**src/rtl/pe_pkg.sv**
```systemverilog
// Shared types and default sizes for the vector PE chain and its result drain.
// Latency: n/a (declarations only).
// Backpressure: n/a (declarations only).
//
// Contents:
//   PE_REG_WIDTH / PE_VECTOR  default lane width and lane count
//   lane_idx_t                index of one lane within a result vector
//   lane_vec_t                one result vector, lane 0 in the low slot
//   drain_state_e             drain head state (idle / draining)
package pe_pkg;

  localparam int PE_REG_WIDTH = 16;
  localparam int PE_VECTOR    = 8;

  typedef logic [$clog2(PE_VECTOR)-1:0] lane_idx_t;

  typedef logic [PE_VECTOR-1:0][PE_REG_WIDTH-1:0] lane_vec_t;

  // IDLE: nothing stored; DRAIN: a head vector is being serialized.
  typedef enum logic {
    ST_IDLE  = 1'b0,
    ST_DRAIN = 1'b1
  } drain_state_e;

endpackage

```
**src/rtl/pe_vec_fifo.sv**
```systemverilog
// Whole-vector FIFO: DEPTH slots, each holding one complete result vector.
// Latency: a push at edge N is visible at rd_data from edge N+1 when empty.
// Backpressure: full when DEPTH vectors stored; push while full / pop while empty are ignored.
//
// Ports:
//   clk, rst_n   clock, asynchronous active-low reset
//   flush        synchronous clear of pointers and level (priority over push/pop)
//   push/wr_data write one vector at the write pointer
//   pop          retire the head vector
//   rd_data      head vector (contents undefined while empty)
//   level        vectors currently stored
//   full/empty   level == DEPTH / level == 0
module pe_vec_fifo
  import pe_pkg::*;
#(
  parameter int REG_WIDTH = PE_REG_WIDTH,
  parameter int VECTOR    = PE_VECTOR,
  parameter int DEPTH     = 4
) (
  input  logic                              clk,
  input  logic                              rst_n,
  input  logic                              flush,
  input  logic                              push,
  input  logic [VECTOR-1:0][REG_WIDTH-1:0]  wr_data,
  input  logic                              pop,
  output logic [VECTOR-1:0][REG_WIDTH-1:0]  rd_data,
  output logic [$clog2(DEPTH):0]            level,
  output logic                              full,
  output logic                              empty
);

  localparam int PTR_W = $clog2(DEPTH);
  localparam int LVL_W = PTR_W + 1;

  logic [VECTOR-1:0][REG_WIDTH-1:0] mem [DEPTH];
  logic [PTR_W-1:0]                 wr_ptr;
  logic [PTR_W-1:0]                 rd_ptr;
  logic                             push_ok;
  logic                             pop_ok;

  assign full    = (level == LVL_W'(DEPTH));
  assign empty   = (level == '0);
  assign push_ok = push && !full;
  assign pop_ok  = pop && !empty;

  // Storage has no reset: contents are only observed behind a valid level.
  always_ff @(posedge clk) begin
    if (push_ok && !flush) begin
      mem[wr_ptr] <= wr_data;
    end
  end

  assign rd_data = mem[rd_ptr];

  // DEPTH is a power of two, so pointer wrap is the natural overflow.
  always_ff @(posedge clk or negedge rst_n) begin
    if (!rst_n) begin
      wr_ptr <= '0;
      rd_ptr <= '0;
      level  <= '0;
    end else if (flush) begin
      wr_ptr <= '0;
      rd_ptr <= '0;
      level  <= '0;
    end else begin
      if (push_ok) begin
        wr_ptr <= wr_ptr + 1'b1;
      end
      if (pop_ok) begin
        rd_ptr <= rd_ptr + 1'b1;
      end
      // Simultaneous push and pop leaves level unchanged.
      case ({push_ok, pop_ok})
        2'b10:   level <= level + 1'b1;
        2'b01:   level <= level - 1'b1;
        default: level <= level;
      endcase
    end
  end

endmodule

```
**src/rtl/pe_result_drain.sv**
```systemverilog
// Captures result vectors from the last PE and serializes them one lane per cycle.
// Latency: push at edge N -> lane 0 on out_data from edge N+1; VECTOR beats per vector, no bubbles.
// Backpressure: in_ready drops when DEPTH vectors are held (no pop pass-through); out_ready stalls hold outputs.
//
// Ports:
//   clk, rst_n           clock, asynchronous active-low reset
//   flush                synchronous clear; discards stored and partially drained vectors
//   in_valid/in_ready    vector handshake; in_data is the unpacked lane array, lane 0 first
//   out_valid/out_ready  lane handshake; out_data/out_lane/out_last describe the current beat
//   level                vectors stored, including a partially drained head
module pe_result_drain
  import pe_pkg::*;
#(
  parameter int REG_WIDTH = PE_REG_WIDTH,
  parameter int VECTOR    = PE_VECTOR,
  parameter int DEPTH     = 4
) (
  input  logic                        clk,
  input  logic                        rst_n,
  input  logic                        flush,
  input  logic                        in_valid,
  output logic                        in_ready,
  input  logic [REG_WIDTH-1:0]        in_data [VECTOR],
  output logic                        out_valid,
  input  logic                        out_ready,
  output logic [REG_WIDTH-1:0]        out_data,
  output logic [$clog2(VECTOR)-1:0]   out_lane,
  output logic                        out_last,
  output logic [$clog2(DEPTH):0]      level
);

  localparam int LANE_W = $clog2(VECTOR);
  localparam int LVL_W  = $clog2(DEPTH) + 1;

  drain_state_e                     state;
  logic [LANE_W-1:0]                lane_cnt;
  logic [VECTOR-1:0][REG_WIDTH-1:0] in_vec;
  logic [VECTOR-1:0][REG_WIDTH-1:0] head_vec;
  logic                             fifo_full;
  logic                             fifo_empty;
  logic                             push;
  logic                             beat;
  logic                             is_last;
  logic                             pop;

  // Lane array into the packed storage format, lane 0 in the low slot.
  always_comb begin
    in_vec = '0;
    for (int i = 0; i < VECTOR; i++) begin
      in_vec[i] = in_data[i];
    end
  end

  // Fullness alone gates the input: a pop in the same cycle does not free a
  // slot early, which keeps out_ready off the in_ready path.
  assign in_ready  = !fifo_full && !flush;
  assign out_valid = (state == ST_DRAIN);

  assign push    = in_valid && in_ready;
  assign beat    = out_valid && out_ready;
  assign is_last = (lane_cnt == LANE_W'(VECTOR - 1));
  assign pop     = beat && is_last && !fifo_empty;

  pe_vec_fifo #(
    .REG_WIDTH (REG_WIDTH),
    .VECTOR    (VECTOR),
    .DEPTH     (DEPTH)
  ) u_fifo (
    .clk     (clk),
    .rst_n   (rst_n),
    .flush   (flush),
    .push    (push),
    .wr_data (in_vec),
    .pop     (pop),
    .rd_data (head_vec),
    .level   (level),
    .full    (fifo_full),
    .empty   (fifo_empty)
  );

  // Head control. The state mirrors (level != 0) but is held in its own
  // register so out_valid comes straight off a flop.
  always_ff @(posedge clk or negedge rst_n) begin
    if (!rst_n) begin
      state    <= ST_IDLE;
      lane_cnt <= '0;
    end else if (flush) begin
      state    <= ST_IDLE;
      lane_cnt <= '0;
    end else begin
      if (beat) begin
        lane_cnt <= is_last ? '0 : lane_cnt + 1'b1;
      end
      case (state)
        ST_IDLE: begin
          if (push) begin
            state <= ST_DRAIN;
          end
        end
        ST_DRAIN: begin
          // Last beat of the only stored vector with nothing arriving.
          if (pop && !push && (level == LVL_W'(1))) begin
            state <= ST_IDLE;
          end
        end
        default: state <= ST_IDLE;
      endcase
    end
  end

  // Outputs are zeroed when idle so an empty drain never exposes stale storage.
  assign out_data = out_valid ? head_vec[lane_cnt] : '0;
  assign out_lane = out_valid ? lane_cnt : '0;
  assign out_last = out_valid && is_last;

endmodule

```
**config.mk**
```make
export PLATFORM = sky130hd
export DESIGN_NAME = pe_result_drain
export DESIGN_NICKNAME = d
export VERILOG_FILES = /design/src/rtl/pe_pkg.sv /design/src/rtl/pe_vec_fifo.sv /design/src/rtl/pe_result_drain.sv
export SDC_FILE = /design/constraint.sdc
export NUM_CORES = 1
export LEC_CHECK = 0
export CORE_UTILIZATION = 36
export DETAILED_ROUTE_END_ITERATION = 12
export PLACE_DENSITY_LB_ADDON = 0.3
export SYNTH_ARGS = -nofsm -noshare
export SYNTH_HDL_FRONTEND = slang
export SYNTH_SLANG_ARGS = --single-unit
```
**constraint.sdc**
```tcl
create_clock -name clk -period 4.4 [get_ports clk]
set_clock_uncertainty 0.05 [all_clocks]
set_input_delay 1.32 -clock clk [delete_from_list [all_inputs] [get_ports clk]]
set_output_delay 1.32 -clock clk [all_outputs]
set_load 0.1 [all_outputs]
```
==> run summary <==
Status -> completed
DP HPWL -> 29490 um
Via Count -> 10.25k
WL final -> 46640 um
Fin. Hold Viols -> 0
Max Cap Violations -> 0
Synth area leader -> edfxtp_1
Worst vdd ir -> 0.2714 mV
Worst Setup EP -> out_data[14]
Core ar. -> 55630 um2
Async SR Flop Fraction -> 0.02103
EDFF count, synth -> 512
Yosys cell types -> 47
Hold_ws -> 0.5127 ns
DP Worst Slack -> 0.6614 ns
Finished Cell Area -> 25210 um2
Endpoints failing setup -> 0
R2R Path Start -> u_fifo.level[0]$_DFFE_PN0P_
Setup TNS -> 0 ns
Tot GR Track Use -> 0.1646
Worst slew pin tran -> 0.9802 ns
Kind of critical path -> reg -> out
Post-Syn Instances -> 1029
Hold crit path type -> reg -> reg
Area Growth Syn to Fin -> 23.26%
Slew headroom -> 0.3445
Seq/Total Area, Yosys -> 0.7653
CTS tree -> yes
Reg-to-reg slack, setup -> 1.98 ns
R2R Path End -> u_fifo.mem[2][55]$_DFFE_PP_
Final net count -> 1378
Sink Count -> 523
Clk slew on worst S/H paths -> 0.06 ns
Synthesis warning total -> 0
Share of Yosys cell area claimed by the top area cell type -> 0.7518
Vias/cell -> 5.064
Die width -> 240.3 um
# IOs -> 158
First-pass GRT wire length -> 68850 um
Clk_lat worst skew -> 0.59 ns
Worst-path maximum fanout -> 22
Initial Util -> 0.3676
Pin count of the biggest net entering global routing -> 70
Post-layout minimum cycle time -> 4.269 ns
Crit path DAT -> 2.90 ns
#FFs+latches synth -> 523
Syn nets -> 1172
P_leak -> 7.681 nW
CP Launch Type -> flop
Port bufs -> 157
PwrDens -> 424.6 nW/um2
Clock buffer depth -> 3
Die area -> 57760 um2
Initial antenna violation count -> 7
# DRC -> 0
Post-DRT Antenna Nets -> 0
Share of cells above drive strength 1 -> 0.1744
DR iter-0 viols -> 838
Total gr overflow -> 0
Critical path endpoint category -> primary output
Fillcell total -> 4733
Ys flop type -> edfxtp_1
RSZ-0062 raised after global routing -> false
CP required -> 3.03 ns
Crit. Startpoint -> u_fifo.rd_ptr[1]$_DFFE_PN0P_
Worst r2r path cells -> 6
Routed len/inst -> 23.06 um
DIE HEIGHT -> 240.3 um
Post-Syn Area -> 20450 um2
Routability cong. -> 0.7343
Num CTS Buffers -> 54
Pins Over Slew Limit -> 0
# hold bufs at CTS -> 0
First-pass iteration count of the detailed router -> 4
Core occupancy in the finished layout -> 0.4531
Period Utilization, post-route -> 0.9702
Final worst slack -> 0.1311 ns
Avg Inst Size Synth -> 19.87 um2
Dpl cell area -> 23510 um2
Vias in the first global route -> 10.60k
H-tree levels -> 2
Rows -> 86
FMAX -> 0.2343 GHz
Main area contributors after synthesis -> edfxtp_1, mux2i_1, mux4_2, a22oi_1, dfrtp_1
Root Buffer -> clkbuf_16
-- where the power goes --
group	switching, mW	internal [mW]
registers	0.0373	5.63
clock network	1.78	2.50
logic	0.462	0.292
-- metal layers --
layer / routed length (um) / track usage / part of all wire / vias up
met1: 20540 / 0.2218 / 0.44 / 5271
met3: 2523 / 0.03456 / 0.054 / 63
met2: 22620 / 0.2686 / 0.48 / 240
met4: 887 / 0.04729 / 0.019 / 12
met5: 75 / 0 / 0.0016 / -
li1: - / - / - / 4659
-- synth_stat cells, drive strengths merged, types with 2 or more instances --
master and n:
edfxtp 512, mux2i 159, a22oi 77, mux4 49
buf 45, nor2 23, a21oi 20, nor4 16
nand4 15, o22ai 15, clkbuf 13, dfrtp 11
ha 10, nand2 8, and2 7, and3 6
nand3 6, inv 5, nor4b 5, nor2b 4
and4bb 3, a211oi 2, mux2 2, nand3b 2
or3 2
-- worst min path at each step --
stage | start | endpoint | slack, ns | depth (start not counted)
CTS | u_fifo.wr_ptr[0]$_DFFE_PN0P_ | u_fifo.wr_ptr[0]$_DFFE_PN0P_ | 0.53 | 1
global route | u_fifo.wr_ptr[0]$_DFFE_PN0P_ | u_fifo.wr_ptr[0]$_DFFE_PN0P_ | 0.57 | 1
global placement | u_fifo.wr_ptr[0]$_DFFE_PN0P_ | u_fifo.wr_ptr[0]$_DFFE_PN0P_ | 0.50 | 1
finish | u_fifo.wr_ptr[0]$_DFFE_PN0P_ | u_fifo.wr_ptr[0]$_DFFE_PN0P_ | 0.51 | 1
detailed placement | u_fifo.wr_ptr[0]$_DFFE_PN0P_ | u_fifo.wr_ptr[0]$_DFFE_PN0P_ | 0.51 | 1
floorplan | u_fifo.wr_ptr[0]$_DFFE_PN0P_ | u_fifo.wr_ptr[0]$_DFFE_PN0P_ | 0.46 | 1
-- cell families after synthesis --
logic type	synth area share
AO/OA/AOI/OAI	0.04148
XOR/XNOR	0.001958
adder cells (fa/ha/maj)	0.006608
buffers and inverters	0.01976
flip-flops	0.7653
multiplexers	0.1329
AND/OR/NAND/NOR	0.03200
-- cell usage in the layout, fill, tap and decap left out, types with 3 or more instances in the layout --
master,synthesis,routed
nand2_1,8,8
clkinv_1,0,16
a22oi_1,77,77
clkinv_2,0,6
buf_12,0,33
nor4_4,0,15
o22ai_1,15,15
buf_4,15,37
clkbuf_1,11,12
nor4b_2,3,3
mux4_2,49,49
edfxtp_1,512,512
inv_1,5,5
clkbuf_16,0,55
ha_1,10,10
and2_1,5,5
mux2i_1,159,159
nor2b_1,4,4
dfrtp_1,11,8
nand4_1,15,15
a21oi_1,20,19
nor2_1,22,22
nand3_1,6,6
and3_4,0,4
clkdlybuf4s50_1,0,135
bufinv_16,0,4
-- state kept, by name, summed over array words and instances, names as in the netlist --
name,count
lane_cnt,3
out_valid,1
u_fifo.level,3
u_fifo.mem,512
u_fifo.rd_ptr,2
u_fifo.wr_ptr,2
-- critical path, cell delays in order (launching register included) --
cell     delay [ns]
dfrtp_4        0.63
buf_12         0.25
buf_12         0.22
mux4_2         0.22
nor4b_1        0.05
a211o_1        0.26
nor4_4         0.41
buf_12         0.23
-- area by class of cell --
cell class,instances,area [um2],area share
clock buffer,67,1421,0.05639
timing repair buffer,208,2360,0.09362
multi-input combinational,443,4587,0.1820
inverter,5,18.77,0.0007446
clock inverter,27,219.0,0.008687
antenna,2,5.005,0.0001986
sequential,523,15660,0.6212
tap,748,935.9,0.03713
-- what timing repair did --
action | CTS | global route
gates resized for setup | 0 | 6
buffers inserted | 0 | 1
setup endpoints to repair | 0 | 9
-- per-stage QoR --
step                      power [mW]  instances
after detailed placement       6.535       1926
after floorplan                6.146       1029
final                          10.70       2023
after global routing           11.06       2022
after global placement         6.522       1926
after CTS                      10.83       2020
No activity file was read; power rests on OpenSTA's default activity.
